File: src/rtl/mips_isa_pkg.sv
// MIPS ISA constants shared by the core's control decode and the program loader.
// Holds the opcode/funct values, the loader's operation codes and word-packing helpers.
package mips_isa_pkg;

   localparam logic [5:0] OPC_RTYPE = 6'b000000;
   localparam logic [5:0] OPC_ADDI  = 6'b001000;
   localparam logic [5:0] OPC_LW    = 6'b100011;
   localparam logic [5:0] OPC_SW    = 6'b101011;

   localparam logic [5:0] FN_ADD = 6'b100000;
   localparam logic [5:0] FN_SUB = 6'b100010;
   localparam logic [5:0] FN_AND = 6'b100100;
   localparam logic [5:0] FN_OR  = 6'b100101;
   localparam logic [5:0] FN_XOR = 6'b100110;
   localparam logic [5:0] FN_NOR = 6'b100111;

   typedef enum logic [3:0] {
      OP_ADD  = 4'd0,
      OP_SUB  = 4'd1,
      OP_AND  = 4'd2,
      OP_OR   = 4'd3,
      OP_XOR  = 4'd4,
      OP_NOR  = 4'd5,
      OP_ADDI = 4'd6,
      OP_LW   = 4'd7,
      OP_SW   = 4'd8
   } op_e;

   function automatic logic [31:0] enc_r(logic [4:0] rs, logic [4:0] rt, logic [4:0] rd,
                                         logic [5:0] funct);
      return {OPC_RTYPE, rs, rt, rd, 5'b00000, funct};
   endfunction

   function automatic logic [31:0] enc_i(logic [5:0] opc, logic [4:0] rs, logic [4:0] rt,
                                         logic [15:0] imm);
      return {opc, rs, rt, imm};
   endfunction

endpackage

File: src/rtl/instr_encoder_loader_if.sv
// Instruction-beat stream into the loader: valid/ready handshake plus mnemonic fields.
interface instr_encoder_loader_if;

   logic        in_valid;
   logic        in_ready;
   logic [3:0]  in_op;
   logic [4:0]  in_rs;
   logic [4:0]  in_rt;
   logic [4:0]  in_rd;
   logic [15:0] in_imm;
   logic        in_last;

   modport master (
      output in_valid, in_op, in_rs, in_rt, in_rd, in_imm, in_last,
      input  in_ready
   );

   modport slave (
      input  in_valid, in_op, in_rs, in_rt, in_rd, in_imm, in_last,
      output in_ready
   );

endinterface

File: src/rtl/instr_encode.sv
// Combinational encoder: mnemonic fields to a 32-bit MIPS word, flagging unknown ops.
module instr_encode
   import mips_isa_pkg::*;
(
   input  logic [3:0]  i_op,
   input  logic [4:0]  i_rs,
   input  logic [4:0]  i_rt,
   input  logic [4:0]  i_rd,
   input  logic [15:0] i_imm,
   output logic [31:0] o_word,
   output logic        o_illegal
);

   // NOTE: every output gets a default before the case so no latch is inferred.
   always_comb begin
      o_word    = '0;
      o_illegal = 1'b0;
      case (i_op)
         OP_ADD:  o_word = enc_r(i_rs, i_rt, i_rd, FN_ADD);
         OP_SUB:  o_word = enc_r(i_rs, i_rt, i_rd, FN_SUB);
         OP_AND:  o_word = enc_r(i_rs, i_rt, i_rd, FN_AND);
         OP_OR:   o_word = enc_r(i_rs, i_rt, i_rd, FN_OR);
         OP_XOR:  o_word = enc_r(i_rs, i_rt, i_rd, FN_XOR);
         OP_NOR:  o_word = enc_r(i_rs, i_rt, i_rd, FN_NOR);
         OP_ADDI: o_word = enc_i(OPC_ADDI, i_rs, i_rt, i_imm);
         OP_LW:   o_word = enc_i(OPC_LW, i_rs, i_rt, i_imm);
         OP_SW:   o_word = enc_i(OPC_SW, i_rs, i_rt, i_imm);
         default: o_illegal = 1'b1;
      endcase
   end

endmodule

File: src/rtl/instr_encoder_loader.sv
// Program loader: encodes streamed beats into consecutive instruction-memory words
// while holding the CPU in reset, then releases it once the program is complete.
module instr_encoder_loader
   import mips_isa_pkg::*;
#(
   parameter int ADDR_WIDTH = 6
) (
   input  logic                     clk,
   input  logic                     rst,
   input  logic                     start,
   instr_encoder_loader_if.slave    in_if,
   output logic                     imem_we,
   output logic [ADDR_WIDTH-1:0]    imem_addr,
   output logic [31:0]              imem_wdata,
   output logic                     cpu_hold,
   output logic                     done,
   output logic                     err,
   output logic [ADDR_WIDTH:0]      count
);

   typedef enum logic [1:0] {ST_IDLE, ST_LOAD, ST_DONE} state_e;

   localparam logic [ADDR_WIDTH-1:0] PTR_MAX = '1;

   state_e                r_state, w_next;
   logic                  r_ready, r_we, r_err;
   logic [ADDR_WIDTH-1:0] r_ptr, r_addr;
   logic [31:0]           r_wdata;
   logic [ADDR_WIDTH:0]   r_count;

   logic [31:0] w_word;
   logic        w_illegal, w_accept, w_write, w_full, w_end, w_start;

   instr_encode u_encode (
      .i_op      (in_if.in_op),
      .i_rs      (in_if.in_rs),
      .i_rt      (in_if.in_rt),
      .i_rd      (in_if.in_rd),
      .i_imm     (in_if.in_imm),
      .o_word    (w_word),
      .o_illegal (w_illegal)
   );

   assign w_accept = in_if.in_valid & r_ready;
   assign w_write  = w_accept & ~w_illegal;
   assign w_full   = (r_ptr == PTR_MAX);
   assign w_end    = w_accept & (in_if.in_last | (w_write & w_full));
   assign w_start  = start & (r_state != ST_LOAD);

   always_ff @(posedge clk or posedge rst) begin
      if (rst) r_state <= ST_IDLE;
      else     r_state <= w_next;
   end

   // LOAD with ready low is the single drain cycle in which the final write issues.
   always_comb begin
      w_next = r_state;
      case (r_state)
         ST_IDLE, ST_DONE: if (start)    w_next = ST_LOAD;
         ST_LOAD:          if (!r_ready) w_next = ST_DONE;
         default:                        w_next = ST_IDLE;
      endcase
   end

   // NOTE: sequential state uses non-blocking assignments only.
   always_ff @(posedge clk or posedge rst) begin
      if (rst) begin
         r_ready <= 1'b0;
         r_we    <= 1'b0;
         r_err   <= 1'b0;
         r_ptr   <= '0;
         r_addr  <= '0;
         r_wdata <= '0;
         r_count <= '0;
      end else begin
         r_we <= w_write;
         if (w_start) begin
            r_ready <= 1'b1;
            r_err   <= 1'b0;
            r_ptr   <= '0;
            r_count <= '0;
         end else begin
            if (w_end) r_ready <= 1'b0;
            if (w_write) begin
               r_addr  <= r_ptr;
               r_wdata <= w_word;
               r_count <= r_count + 1'b1;
               if (!w_full) r_ptr <= r_ptr + 1'b1;
            end
            if ((w_accept & w_illegal) | (w_write & w_full & ~in_if.in_last)) r_err <= 1'b1;
         end
      end
   end

   assign in_if.in_ready = r_ready;
   assign imem_we        = r_we;
   assign imem_addr      = r_addr;
   assign imem_wdata     = r_wdata;
   assign cpu_hold       = (r_state != ST_DONE);
   assign done           = (r_state == ST_DONE);
   assign err            = r_err;
   assign count          = r_count;

endmodule

File: src/flat_wrapper.sv
// flat-port wrapper written by rule: the top's interface ports become plain ports
module instr_encoder_loader_flat import mips_isa_pkg::*;
#(
   parameter int ADDR_WIDTH = 6
)
  (clk, rst, start, imem_we, imem_addr, imem_wdata, cpu_hold, done, err, count, in_if_in_valid, in_if_in_op, in_if_in_rs, in_if_in_rt, in_if_in_rd, in_if_in_imm, in_if_in_last, in_if_in_ready);
  instr_encoder_loader_if in_if_i ();
  input  logic clk;
  input  logic rst;
  input  logic start;
  output logic imem_we;
  output logic [ADDR_WIDTH-1:0] imem_addr;
  output logic [31:0] imem_wdata;
  output logic cpu_hold;
  output logic done;
  output logic err;
  output logic [ADDR_WIDTH:0] count;
  input wire logic [$bits(in_if_i.in_valid)-1:0] in_if_in_valid;
  input wire logic [$bits(in_if_i.in_op)-1:0] in_if_in_op;
  input wire logic [$bits(in_if_i.in_rs)-1:0] in_if_in_rs;
  input wire logic [$bits(in_if_i.in_rt)-1:0] in_if_in_rt;
  input wire logic [$bits(in_if_i.in_rd)-1:0] in_if_in_rd;
  input wire logic [$bits(in_if_i.in_imm)-1:0] in_if_in_imm;
  input wire logic [$bits(in_if_i.in_last)-1:0] in_if_in_last;
  output wire logic [$bits(in_if_i.in_ready)-1:0] in_if_in_ready;
  assign in_if_i.in_valid = in_if_in_valid;
  assign in_if_i.in_op = in_if_in_op;
  assign in_if_i.in_rs = in_if_in_rs;
  assign in_if_i.in_rt = in_if_in_rt;
  assign in_if_i.in_rd = in_if_in_rd;
  assign in_if_i.in_imm = in_if_in_imm;
  assign in_if_i.in_last = in_if_in_last;
  assign in_if_in_ready = in_if_i.in_ready;
  instr_encoder_loader #(.ADDR_WIDTH(ADDR_WIDTH)) u_core (.clk(clk), .rst(rst), .start(start), .in_if(in_if_i), .imem_we(imem_we), .imem_addr(imem_addr), .imem_wdata(imem_wdata), .cpu_hold(cpu_hold), .done(done), .err(err), .count(count));
endmodule
File: config.mk
export PLATFORM = sky130hd
export DESIGN_NAME = instr_encoder_loader_flat
export DESIGN_NICKNAME = d
export VERILOG_FILES = /design/src/rtl/mips_isa_pkg.sv /design/src/rtl/instr_encoder_loader_if.sv /design/src/rtl/instr_encode.sv /design/src/rtl/instr_encoder_loader.sv /design/src/flat_wrapper.sv
export SDC_FILE = /design/constraint.sdc
export NUM_CORES = 1
export LEC_CHECK = 0
export ABC_AREA = 0
export BUFFER_PORTS_ARGS = -buffer_cell sky130_fd_sc_hd__buf_2
export CAP_MARGIN = 15
export CORE_AREA = 10 10 83 85
export CTS_BUF_LIST = sky130_fd_sc_hd__clkbuf_16
export DETAILED_ROUTE_END_ITERATION = 7
export DIE_AREA = 0 0 93 95
export GPL_TIMING_DRIVEN = 0
export PLACE_DENSITY_LB_ADDON = 0.1
export SETUP_SLACK_MARGIN = 0.3
export SKIP_LAST_GASP = 1
export SYNTH_ARGS = -nofsm -noshare
export SYNTH_HDL_FRONTEND = slang
export SYNTH_SLANG_ARGS = --single-unit
export TNS_END_PERCENT = 50
File: constraint.sdc
create_clock -name clk -period 2.27 [get_ports clk]
set_clock_uncertainty 0.2 [all_clocks]
set_input_delay 0.5675 -clock clk [delete_from_list [all_inputs] [get_ports clk]]
set_output_delay 0.5675 -clock clk [all_outputs]
set_load 0.01 [all_outputs]
* After elaboration in Yosys (flattened, before gate mapping)
Index checks and enable logic that the tools add are counted.
Cells by class: equality and inequality tests 16, reductions and logical operators 10, multipliers 0, divide/modulo/power cells 0, add/sub/neg operators 2, magnitude comparators 0, shift-type cells 0, muxes and demuxes 14, bitwise logic cells 11
Operator list (number):
- $pmux W32 S9 | 1
- $mux W6 | 3
- $eq A4 B3 Y1 const B | 4
- $mux W7 | 2
- $reduce_or A9 Y1 | 1
- $eq A4 B2 Y1 const B | 2
- $ne A2 B2 Y1 const B | 4
- $add A7 B1 Y7 const B | 1
- $and A1 B1 Y1 | 7
- $add A6 B1 Y6 const B | 1
- $eq A6 B6 Y1 const B | 1
- $reduce_and A2 Y1 | 3
- $reduce_bool A2 Y1 | 3
- $mux W1 | 5
- $eq A4 B1 Y1 const B | 1
- $eq A4 B4 Y1 const B | 1
- $logic_not A4 Y1 | 1
- $mux W2 | 2
- $pmux W2 S2 | 1
- $eq A2 B1 Y1 const B | 1
- $eq A2 B2 Y1 const B | 1
- $logic_not A2 Y1 | 1
- $ne A2 B1 Y1 const B | 1
- $not A1 Y1 | 2
- other kinds (2) | 3
Word-level totals: logic and storage cells 61, bits of input ports 40, memories 0, bits in latches 0, output and inout port bits 50, RAM bits 0, flip-flop bits (word level) 56, memory bits (read-only) 0

* Depth between registers and ports, before layout
Gate-level depths: netlist of run 1.
depth after elaboration 8, mapped depth 7, depth with buffers taken out 5

* Cells and area by module
Synthesis of run 1 repeated with hierarchy kept, for this count alone.
Second synthesis, totals: cell total of the unflattened synthesis 255, area, all modules 2876.5 sq um
By module, submodules not included:
- instr_encoder_loader | cells each 175, sequential area each 1401.3 sq um, instances 1, area each 2347.3 sq um
- instr_encode | cells each 80, sequential area each 0.0 sq um, instances 1, area each 529.3 sq um

* Worst setup path before layout of run 1
No wires, ideal clock.
path kind in2reg, from input port in_if_in_op[0], to register u_core.r_ptr[3], buffers on the path 1, setup time 77 ps, path slack 264 ps, arrival 1729 ps, stages on the path 5, required time 1993 ps, cells stage by stage buf_4 > o31ai_4 > o211ai_4 > or3_1 > a21oi_1
On the way: cells in the longest elaborated chain, start to end 5, elaborated cells on any way between the ends 13, classes of those cells 8 x eq/ne; 1 x bitwise; 4 x reduce/logical
Ends and longest elaborated chain:
- from (decl) | RTL line flat_wrapper.sv:19 | input wire logic [$bits(in_if_i.in_op)-1:0] in_if_in_op;
- $eq A4 B4 Y1 (tied with other cells) | RTL line instr_encode.sv:18 | case (i_op)
- $reduce_or A9 Y1 (no source line) (*)
- $and A1 B1 Y1 (*) | RTL line instr_encoder_loader.sv:45 | assign w_write = w_accept & ~w_illegal;
- $reduce_bool A2 Y1 (no source line) (*)
- $reduce_and A2 Y1 (no source line) (*)
- to (signal assigned) | RTL line instr_encoder_loader.sv:88 | if (!w_full) r_ptr <= r_ptr + 1'b1;
- to (decl) | RTL line instr_encoder_loader.sv:27 | logic [ADDR_WIDTH-1:0] r_ptr, r_addr;
Mark *: on every way between the ends. The rest lies on a longest branch, timed or not. A chain may end at the register's enable or synchronous reset.

* Final worst setup path of run 1
from input port in_if_in_op[0], to register u_core.r_wdata[3] (netlist: u_core.imem_wdata[3])
On the way: cells in the longest elaborated chain, start to end 4, elaborated cells on any way between the ends 13, classes of those cells 8 x eq/ne; 1 x mux; 1 x bitwise; 3 x reduce/logical
Ends and longest elaborated chain:
- $eq A4 B4 Y1 (tied with other cells) | RTL line instr_encode.sv:18
- $reduce_or A9 Y1 (no source line)
- $and A1 B1 Y1 | RTL line instr_encoder_loader.sv:45
- $reduce_and A2 Y1 (no source line)
- to (signal assigned) | RTL line instr_encoder_loader.sv:86 | r_wdata <= w_word;
- to (decl) | RTL line instr_encoder_loader.sv:28 | logic [31:0] r_wdata;
Several ways; a longest one is shown, not always the timed one.

==> results of run 1 <==
-- power by group --
part	switching (mW)	internal, mW
combinational	0.626	0.475
sequential	0.175	1.22
clock	0.360	0.419
-- worst max-delay path by stage --
stage,startpoint,to,slack [ps],cells past startpoint
after floorplan,in_if_in_op[0],u_core.r_ptr[3]$_DFFE_PP0P_,260,5
after global placement,in_if_in_op[0],u_core.imem_wdata[0]$_DFFE_PP0P_,10,6
after detailed placement,in_if_in_op[0],u_core.imem_wdata[0]$_DFFE_PP0P_,-20,6
after CTS,in_if_in_op[2],u_core.imem_wdata[0]$_DFFE_PP0P_,300,6
after global routing,u_core.in_if.in_ready$_DFFE_PP0P_,u_core.imem_addr[2]$_DFFE_PP0P_,250,6
final,in_if_in_op[0],u_core.imem_wdata[3]$_DFFE_PP0P_,380,7
-- sequential cells by signal, indices dropped and copies added, names as in the netlist --
signal                 flops
u_core.imem_wdata         28
u_core.imem_we             1
u_core.in_if.in_ready      1
u_core.err                 1
u_core.r_state             2
u_core.r_ptr               6
u_core.imem_addr           6
u_core.count               7
-- routing by layer --
layer	track usage	share of wire	vias up
met3	0.0611	0.091	7
met5	0	0	-
li1	-	-	1122
met2	0.237	0.45	62
met1	0.180	0.45	1026
met4	0.0437	0.011	0
-- repair_timing --
item	CTS	global route
setup buffers	0	1
gates resized for setup	1	6
endpoints found under the setup margin	1	39
pin swaps	1	1
-- cell type report --
cell class                 count  area (um^2)
fill                         511         2060
multi-input combinational    203         1140
clock inverter                 3         27.5
tap                           72         90.1
sequential                    52         1300
clock buffer                   5          125
buffer                        20          124
inverter                       3         15.0
timing repair buffer          87          453
-- cell families after synthesis --
kind of cell | synth area share
flip-flops | 0.509
AND/OR/NAND/NOR | 0.239
multiplexers | 0.0157
other | 0.00147
XOR/XNOR | 0.0274
AO/OA/AOI/OAI | 0.146
buffers and inverters | 0.0514
adder cells (fa/ha/maj) | 0.00978
-- metrics by stage --
step                      setup slack [ps]  area (um^2)  cells  setup TNS, ps
final                                  384         3270    445              0
after global routing                   249         3270    445              0
after global placement                14.7         3080    435              0
after floorplan                        264         2560    278              0
after CTS                              304         3230    443              0
after detailed placement             -16.7         3080    435          -16.7
-- worst max-delay path: stages --
cell and delay, ps:
buf_4 160, o31a_1 370, a211oi_2 250, buf_4 210, buf_4 190, nand3_1 90, nand2_1 80
-- cells in the final DEF, fill, tap and decap left out, drive strengths merged, types with 3 or more instances in the layout --
cell type / instances
o21a: 6
a211oi: 3
xor2: 7
nor2: 21
nand2: 72
dfrtp: 52
nand3: 13
inv: 3
clkbuf: 11
o21ai: 7
nor2b: 14
nand2b: 4
buf: 101
mux2i: 4
o221ai: 6
a21oi: 11
a31oi: 6
==> summary.txt, run 1 <==
Outcome
  – Outcome: completed

STA
  – RSZ-0062 raised after global routing: yes
  – Min Tclk post-route: 1890 ps
  – Final setup fails: 0
  – F_max: 0.530 GHz
  – Final worst-path cycle share: 0.831
  – Slew HR: 0.653
  – Worst-margin pin slew: 519 ps
  – Final Hold Slack: 104 ps
  – Final hold vios: 0
  – Slew Viols, Final: 0

Floorplanning
  – Core area: 5340 um^2
  – Row cnt: 27
  – IO Count: 90
  – Die Y: 95 um
  – Chip width: 93 um
  – Die Area: 8840 um^2
  – Initial Util: 0.479

Setup path
  – Critical Path Source Type: primary input
  – Number of cells on the worst reg-to-reg path: 6
  – R2R Path Start: u_core.in_if.in_ready$_DFFE_PP0P_
  – Setup CP Type: primary input to register
  – FF-to-FF End: u_core.imem_wdata[25]$_DFFE_PP0P_
  – Critical path peak fanout: 10
  – CP required: 2300 ps
  – Flop2flop setup slack: 420 ps
  – Critical Path AT: 1910 ps
  – Crit end category: register

Clocking
  – Worst-skew pair later-pin latency: 290 ps
  – Cts bufs inserted: 5
  – CTS Sinks: 52
  – # hold bufs at CTS: 0
  – Longest Clk Path Bufs: 2
  – H-Tree Depth: 2
  – Clock transition at path regs: 80 ps
  – Clk root buf: clkbuf_16
  – TritonCTS clock tree: done

Logic synthesis
  – Most instantiated library cell after synthesis: nand2_1
  – Ys async rst share: 1.00
  – Netlist Area Pre-Place: 2560 um^2
  – Post-synth EDFFs: 0
  – Top cells by count, synth: nand2_1 (72), dfrtp_1 (52), nor2_1 (21), nor2b_1 (14), nand3_1 (13)
  – Top cells by area, synth: dfrtp_1 (51%), nand2_1 (11%), nor2b_1 (3.4%)
  – Yosys top cell by area: dfrtp_1
  – Avg Cell Area, Syn: 9.23 um^2
  – Yosys warns: 0
  – Share of the synthesized area in the top cell type: 0.509
  – Primary FF master, synth: dfrtp_1
  – Cell count after synthesis: 277
  – Synthesized flop and latch total: 52
  – Sequential fraction of the synthesis area: 0.509
  – Yosys cell types: 47

Pwr
  – Pwr Density: 1000 nW/um^2
  – Lkg Pwr: 1.71 nW
  – Total power: 3.27 mW
  – Worst VDD drop: 0.608 mV

Global route
  – Vias in the first global route: 2243
  – Overall routing resource usage: 0.148
  – Pin count of the biggest net entering global routing: 53
  – First-pass GRT wire length: 10800 um
  – Initial antenna violation count: 0
  – Grt ovf: 0

Routing
  – Vias: 2217
  – Drc violations: 0
  – Initial drt markers: 52
  – Post-route ant nets: 0
  – Pre-Repair DR Iteration Count: 4
  – Routed WL: 6510 um
  – Vias per cell: 4.98
  – Routed len/inst: 14.6 um

Place
  – Port Buffers: 85
  – RePlAce Congestion: 0.771
  – Hpwl dp: 4810 um

Min path
  – HP Class: primary input to asynchronous set/reset pin

Finish
  – Layout net count: 414
  – Final Util: 0.613
  – Share of cells above drive strength 1: 0.316
  – Inserted Diodes: 0
  – Area growth from synthesis to layout: 28.0%

Run
  – Max cap viols: 0
Note: power is estimated with default switching activity, not from simulation.
==> run 2, diff against run 1 <==
--- a/config.mk
+++ b/config.mk
@@ -5,13 +5,13 @@
 export SDC_FILE = /design/constraint.sdc
 export NUM_CORES = 1
 export LEC_CHECK = 0
-export ABC_AREA = 0
+export ABC_AREA = 1
 export BUFFER_PORTS_ARGS = -buffer_cell sky130_fd_sc_hd__buf_2
 export CAP_MARGIN = 15
-export CORE_AREA = 10 10 83 85
+export CORE_AREA = 10 10 89 91
 export CTS_BUF_LIST = sky130_fd_sc_hd__clkbuf_16
 export DETAILED_ROUTE_END_ITERATION = 7
-export DIE_AREA = 0 0 93 95
+export DIE_AREA = 0 0 99 101
 export GPL_TIMING_DRIVEN = 0
 export PLACE_DENSITY_LB_ADDON = 0.1
 export SETUP_SLACK_MARGIN = 0.3
==> constraint.sdc (replaced) <==
create_clock -name clk -period 1.7 [get_ports clk]
set_clock_uncertainty 0.2 [all_clocks]
set_input_delay 0.425 -clock clk [delete_from_list [all_inputs] [get_ports clk]]
set_output_delay 0.425 -clock clk [all_outputs]
set_load 0.01 [all_outputs]
==> summary.txt, run 2 <==
Finish
  – Layout net count: 500 (+21%)
  – Most frequent cells in the layout: nand2_1 (125), buf_2 (83), dfrtp_1 (49), inv_1 (32), nor2_1 (24)
  – Area growth from synthesis to layout: 39.6%
  – Share of cells above drive strength 1: 0.373 (+0.0562)
  – Most common cell after layout, fill and taps aside: nand2_1
  – Inserted Diodes: 0 (unchanged)
  – Design Area, Final: 3760 um^2 (+15%)
  – Number of flip-flops under the largest register name: 28 (unchanged)

STA
  – Aggregate negative setup slack: 0 ps (unchanged)
  – F_max: 0.625 GHz
  – Final worst-path cycle share: 0.941
  – Final Hold Slack: -14.3 ps (-119 ps)
  – RSZ-0062 raised after global routing: yes
  – Slew HR: 0.621 (-0.0320)
  – Final WS setup: 100 ps (-284 ps)
  – Final hold vios: 23 (+23)
  – Final setup fails: 0 (unchanged)
  – Min Tclk post-route: 1600 ps
  – Slew Viols, Final: 0 (unchanged)
  – Worst-margin pin slew: 567 ps (+47.9 ps)

Outcome
  – Violated checks: hold timing
  – Outcome: complete, but fails checks

Place
  – RePlAce Congestion: 0.759 (-1.5%)
  – Port Buffers: 86 (+1.2%)
  – Hpwl dp: 5270 um (+9.6%)
  – Pre-CTS WS: -93.6 ps (-76.9 ps)
  – Placed cell area: 3250 um^2 (+5.4%)

Setup path
  – Critical Path Source Type: register
  – R2R Path Start: u_core.r_state[0]$_DFFE_PP0P_
  – Crit path cell chain: inv_2 > nor2_2 > inv_1 > buf_2
  – Critical path peak fanout: 2 (-8)
  – Worst Path Buf+Inv: 3 (unchanged)
  – Critical Path AT: 970 ps (-940 ps)
  – Setup CP Type: register to output pin
  – Family with the most delay on the worst path: flip-flops
  – Flop2flop setup slack: 180 ps (-240 ps)
  – Number of cells on the worst reg-to-reg path: 9 (+3)
  – CP required: 1070 ps (-1230 ps)
  – Max incr delay on CP: 350 ps (-20 ps)
  – Crit path max-delay cell type: dfrtp_1
  – Crit end category: output pin
  – FF-to-FF End: u_core.imem_wdata[11]$_DFFE_PP0P_

Clocking
  – Clk root buf: clkbuf_16
  – Clock transition at path regs: 70 ps (about the same)
  – Longest Clk Path Bufs: 2 (unchanged)
  – CTS Sinks: 52 (unchanged)
  – H-Tree Depth: 2 (unchanged)
  – Worst-skew pair later-pin latency: 290 ps (about the same)
  – TritonCTS clock tree: done
  – Cts bufs inserted: 5 (unchanged)
  – # hold bufs at CTS: 0 (unchanged)

Run
  – Max cap viols: 0 (unchanged)

Logic synthesis
  – Yosys warns: 0 (unchanged)
  – Cell count after synthesis: 344 (+24%)
  – Primary FF master, synth: dfrtp_1
  – Top cells by area, synth: dfrtp_1 (48%), nand2_1 (19%), inv_1 (5.3%)
  – Post-synth EDFFs: 0 (unchanged)
  – Most instantiated library cell after synthesis: nand2_1
  – Top cells by count, synth: nand2_1 (137), dfrtp_1 (52), inv_1 (38), nor2_1 (26), nand3_1 (21)
  – Yosys cell types: 30 (-36%)
  – Share of the synthesized area in the top cell type: 0.483 (-0.0258)
  – Avg Cell Area, Syn: 7.83 um^2 (-15%)
  – Yosys top cell by area: dfrtp_1
  – Synthesized flop and latch total: 52 (unchanged)
  – Sequential fraction of the synthesis area: 0.483 (-0.0258)
  – Netlist Area Pre-Place: 2690 um^2 (+5.3%)
  – Ys async rst share: 1.00 (unchanged)

Routing
  – Drc violations: 0 (unchanged)
  – Routed WL: 7370 um (+13%)
  – Vias per cell: 4.67 (-6.3%)
  – Initial drt markers: 101 (+94%)
  – Vias: 2501 (+13%)
  – Pre-Repair DR Iteration Count: 4 (unchanged)
  – Routed len/inst: 13.7 um (-6.1%)
  – Post-route ant nets: 0 (unchanged)

Pwr
  – Lkg Pwr: 2.13 nW (+25%)
  – Worst VDD drop: 0.661 mV (+8.7%)
  – Net Switching: 1.86 mW (+60%)
  – Clock share of power: 0.201 (-0.037)
  – Sw Share: 0.371 (+0.0161)
  – Seq pwr share: 0.378 (-0.048)
  – P_int: 3.15 mW (+49%)
  – Gate power share: 0.422 (+0.086)
  – Total power: 5.01 mW (+53%)
  – Pwr Density: 1330 nW/um^2 (+33%)

Floorplanning
  – Die Area: 10000 um^2 (+13%)
  – Chip width: 99 um (+6.5%)
  – Core area: 6200 um^2 (+16%)
  – Row cnt: 29 (+7.4%)
  – Die Y: 101 um (+6.3%)
  – IO Count: 90 (unchanged)
  – Initial Util: 0.434 (-0.0450)

Global route
  – Initial antenna violation count: 0 (unchanged)
  – First-pass GRT wire length: 11900 um (+10%)
  – Pin count of the biggest net entering global routing: 30 (-43%)
  – Grt ovf: 0 (unchanged)
  – Overall routing resource usage: 0.141 (-0.00718)
  – Vias in the first global route: 2620 (+17%)

Min path
  – HP Class: primary input to asynchronous set/reset pin
==> run 2: cell types whose count changed in the layout (fill, tap and decap cells not counted), sizes merged, moves of 6 or more <==
| cell | change |
|---|---|
| a31oi | -6 |
| buf | +17 |
| inv | +34 |
| nand2 | +69 |
| nand3 | +10 |
| nand4 | +6 |
| nor2 | +7 |
| nor2b | -14 |
| o21a | -6 |
| o21ai | +9 |
| o221ai | -6 |
==> run 2: cell type report <==
class,count,area [um^2]
Inverter,38,146
Timing Repair Buffer,106,673
Sequential cell,52,1310
Clock inverter,3,18.8
Buffer,14,161
Fill cell,552,2440
Tap cell,77,96.3
Clock buffer,5,125
Multi-Input combinational cell,241,1230
==> run 2: timing repair <==
action,in CTS,in global routing
cloned,0,2
pin swaps,7,9
setup endpoints to repair,97,97
setup buffers,11,6
gates resized for setup,29,25
==> run 2: through the flow <==
stage,hold WS (ps),instances,util
2_1_floorplan,265,345,-
3_3_place_gp,256,508,0.520
3_5_place_dp,259,509,0.523
4_1_cts,5.64,528,0.579
5_1_grt,26.3,536,0.606
6_report,-14.3,536,0.606
==> run 2: power by group through the flow <==
stage / sequential (mW) / clock [mW] / combinational, mW
6_report: 1.89 / 1.00 / 2.11
5_1_grt: 1.95 / 1.08 / 2.33
4_1_cts: 1.89 / 1.02 / 1.95
3_5_place_dp: 1.91 / 0 / 1.70
3_3_place_gp: 1.90 / 0 / 1.66
2_1_floorplan: 2.07 / 0 / 0.846
==> run 2: worst max path at each step <==
stage	startpoint	to	slack, ps	cells past startpoint
6_report	u_core.r_state[1]$_DFFE_PP0P_	cpu_hold	100	4
5_1_grt	u_core.r_state[1]$_DFFE_PP0P_	cpu_hold	50	4
4_1_cts	u_core.r_state[1]$_DFFE_PP0P_	cpu_hold	80	4
3_5_place_dp	u_core.r_ptr[0]$_DFFE_PP0P_	u_core.r_ptr[3]$_DFFE_PP0P_	-90	8
3_3_place_gp	u_core.r_ptr[0]$_DFFE_PP0P_	u_core.r_ptr[5]$_DFFE_PP0P_	-100	8
2_1_floorplan	u_core.r_ptr[0]$_DFFE_PP0P_	u_core.r_ptr[5]$_DFFE_PP0P_	160	8
==> run 2: routing by layer <==
| metal | global-route usage | share of wire | vias up |
|---|---|---|---|
| li1 | - | - | 1295 |
| met1 | 0.159 | 0.44 | 1147 |
| met2 | 0.257 | 0.51 | 51 |
| met3 | 0.0377 | 0.048 | 8 |
| met4 | 0.0331 | 0.0080 | 0 |
| met5 | 0 | 0 | - |
==> run 2: worst reg2reg max path: cells and delay by family, from the launching register on <==
| family | cells | cell delay (ps) |
|---|---|---|
| and+or+nand+nor | 5 | 390 |
| DFF | 1 | 390 |
| buffers and inverters | 4 | 430 |
==> run 2: cell families (layout without fill, tap and decap cells) <==
kind of cell	Yosys count	count (layout)	share of synthesized area
AOI/OAI and AO/OA	30	30	0.0711
xor gates and xnor gates	5	5	0.0163
adders and majority gates	2	2	0.00929
buffers and inverters	52	166	0.0957
DFF	52	52	0.483
other	1	2	0.00139
and+or+nand+nor	202	202	0.323
==> run 3, diff against run 2 <==
==> constraint.sdc (replaced) <==
create_clock -name clk -period 1.7 [get_ports clk]
set_clock_uncertainty 0.2 [all_clocks]
set_input_delay 0 -clock clk [delete_from_list [all_inputs] [get_ports clk]]
set_output_delay 0 -clock clk [all_outputs]
set_load 0.01 [all_outputs]
==> summary.txt, run 3 (synthesis results as in run 2) <==
Finish
  – Most frequent cells in the layout: nand2_1 (108), buf_2 (89), dfrtp_1 (51), dlygate4sd3_1 (40), inv_1 (33)
  – Design Area, Final: 4340 um^2 (+15%)
  – Most common cell after layout, fill and taps aside: nand2_1
  – Area growth from synthesis to layout: 61.2%
  – Number of flip-flops under the largest register name: 28 (unchanged)
  – Layout net count: 546 (+9.2%)
  – Share of cells above drive strength 1: 0.374 (+0.00171)
  – Inserted Diodes: 0 (unchanged)

STA
  – Worst-margin pin slew: 502 ps (-65.0 ps)
  – RSZ-0062 raised after global routing: yes
  – Final Hold Slack: -15.3 ps (-1.07 ps)
  – Aggregate negative setup slack: 0 ps (unchanged)
  – Final worst-path cycle share: 0.874 (-0.0667)
  – Min Tclk post-route: 1490 ps (-113 ps)
  – Slew Viols, Final: 0 (unchanged)
  – Slew HR: 0.665 (+0.0434)
  – Final setup fails: 0 (unchanged)
  – F_max: 0.673 GHz (+7.6%)
  – Final WS setup: 214 ps (+113 ps)
  – Final hold vios: 2 (-91%)

Floorplanning
  – Initial Util: 0.434 (unchanged)
  – Core area: 6200 um^2 (unchanged)
  – Row cnt: 29 (unchanged)
  – Chip width: 99 um (unchanged)
  – IO Count: 90 (unchanged)
  – Die Y: 101 um (unchanged)
  – Die Area: 10000 um^2 (unchanged)

Global route
  – Overall routing resource usage: 0.155 (+0.0142)
  – Grt ovf: 0 (unchanged)
  – Vias in the first global route: 2739 (+4.5%)
  – Initial antenna violation count: 0 (unchanged)
  – First-pass GRT wire length: 13000 um (+9.1%)
  – Pin count of the biggest net entering global routing: 53 (+77%)

Pwr
  – Pwr Density: 1250 nW/um^2 (-6.2%)
  – Worst VDD drop: 0.898 mV (+36%)
  – Lkg Pwr: 2.36 nW (+11%)

Setup path
  – Top cell by count, worst path: buf_4
  – Worst Path Buf+Inv: 3 (unchanged)
  – Crit path cell chain: nand2_4 > nand2_8 > buf_4 > buf_4 > nand2_2 > inv_2 > nand2_1 > o21ai_0
  – Critical Path AT: 1460 ps (+490 ps)
  – Critical Path Source Type: register
  – CP required: 1680 ps (+610 ps)
  – Crit path max-delay cell type: dfrtp_1
  – Setup CP Type: register to register
  – Max incr delay on CP: 430 ps (+80 ps)
  – Family with the most delay on the worst path: flip-flops
  – Critical path peak fanout: 7 (+5)
  – Crit end category: register

Routing
  – Vias per cell: 4.75 (+1.9%)
  – Drc violations: 0 (unchanged)
  – Pre-Repair DR Iteration Count: 4 (unchanged)
  – Initial drt markers: 116 (+15%)
  – Post-route ant nets: 0 (unchanged)
  – Routed WL: 8310 um (+13%)
  – Routed len/inst: 14.3 um (+3.8%)
  – Vias: 2766 (+11%)

Min path
  – HP Class: primary input to register

Place
  – Pre-CTS WS: -59.5 ps (+34.1 ps)
  – Placed cell area: 3240 um^2 (-0.23%)
  – Hpwl dp: 5230 um (-0.74%)
  – RePlAce Congestion: 0.823 (+8.4%)
  – Port Buffers: 86 (unchanged)

Clocking
  – Worst-skew pair later-pin latency: 290 ps (about the same)
  – Clock transition at path regs: 70 ps (about the same)
  – Clk root buf: clkbuf_16
  – H-Tree Depth: 2 (unchanged)
  – Longest Clk Path Bufs: 2 (unchanged)
  – Cts bufs inserted: 5 (unchanged)
  – CTS Sinks: 52 (unchanged)
  – TritonCTS clock tree: done

Outcome
  – Outcome: complete, but fails checks
  – Violated checks: hold timing

Run
  – Max cap viols: 0 (unchanged)
## run 3: final timing paths
path | start | endpoint | slack [ps] | depth (start not counted)
max in group asynchronous | rst | u_core.count[1]$_DFFE_PP0P_ | 700 | 4
worst min-delay path | in_if_in_op[3] | u_core.err$_DFFE_PP0P_ | -20 | 5
worst max register to register | u_core.r_state[0]$_DFFE_PP0P_ | u_core.count[5]$_DFFE_PP0P_ | 210 | 8
worst max-delay path | u_core.r_state[0]$_DFFE_PP0P_ | u_core.count[5]$_DFFE_PP0P_ | 210 | 8
worst min register to register | u_core.imem_wdata[25]$_DFFE_PP0P_ | u_core.imem_wdata[25]$_DFFE_PP0P_ | 280 | 2
min in group asynchronous | rst | u_core.imem_wdata[23]$_DFFE_PP0P_ | 80 | 3
## run 3: repair_timing
action / 4_1_cts / 5_1_grt
cloned: 1 / 3
resized for setup: 19 / 51
buffers inserted: 13 / 8
hold buffers: 38 / 2
endpoints found under the setup margin: 49 / 49
pin swaps: 6 / 12
endpoints found under the hold margin: 86 / 53
## run 3: worst min-delay path, stage by stage
cell and delay [ps]:
buf_2 170, nand3_1 110, nand2_1 50, inv_1 50
a21oi_1 60
## run 3: power breakdown
group | internal [mW] | switching, mW
Combinational | 1.18 | 1.26
Sequential | 1.64 | 0.317
Clock | 0.549 | 0.472
## run 3: per-stage QoR
step,power [mW],util,instances
CTS,5.02,0.642,568
global placement,3.57,0.522,508
floorplan,2.92,-,345
detailed placement,3.62,0.522,508
global route,5.77,0.700,582
finish,5.42,0.700,582
## run 3: per-layer routing
| metal | vias up | track usage | routed length, um |
|---|---|---|---|
| li1 | 1381 | - | - |
| met1 | 1308 | 0.182 | 3400 |
| met2 | 70 | 0.262 | 4240 |
| met3 | 7 | 0.0535 | 570 |
| met4 | 0 | 0.0463 | 94 |
| met5 | - | 0 | 0 |
## run 3: area by class of cell
type                            instances  area (um^2)
Sequential cell                        52         1300
Inverter                               38          146
Clock inverter                          3         23.8
Multi-Input combinational cell        241         1350
Timing Repair Buffer                  152         1140
Fill cell                             494         1860
Tap cell                               77         96.3
Buffer                                 14          159
Clock buffer                            5          125
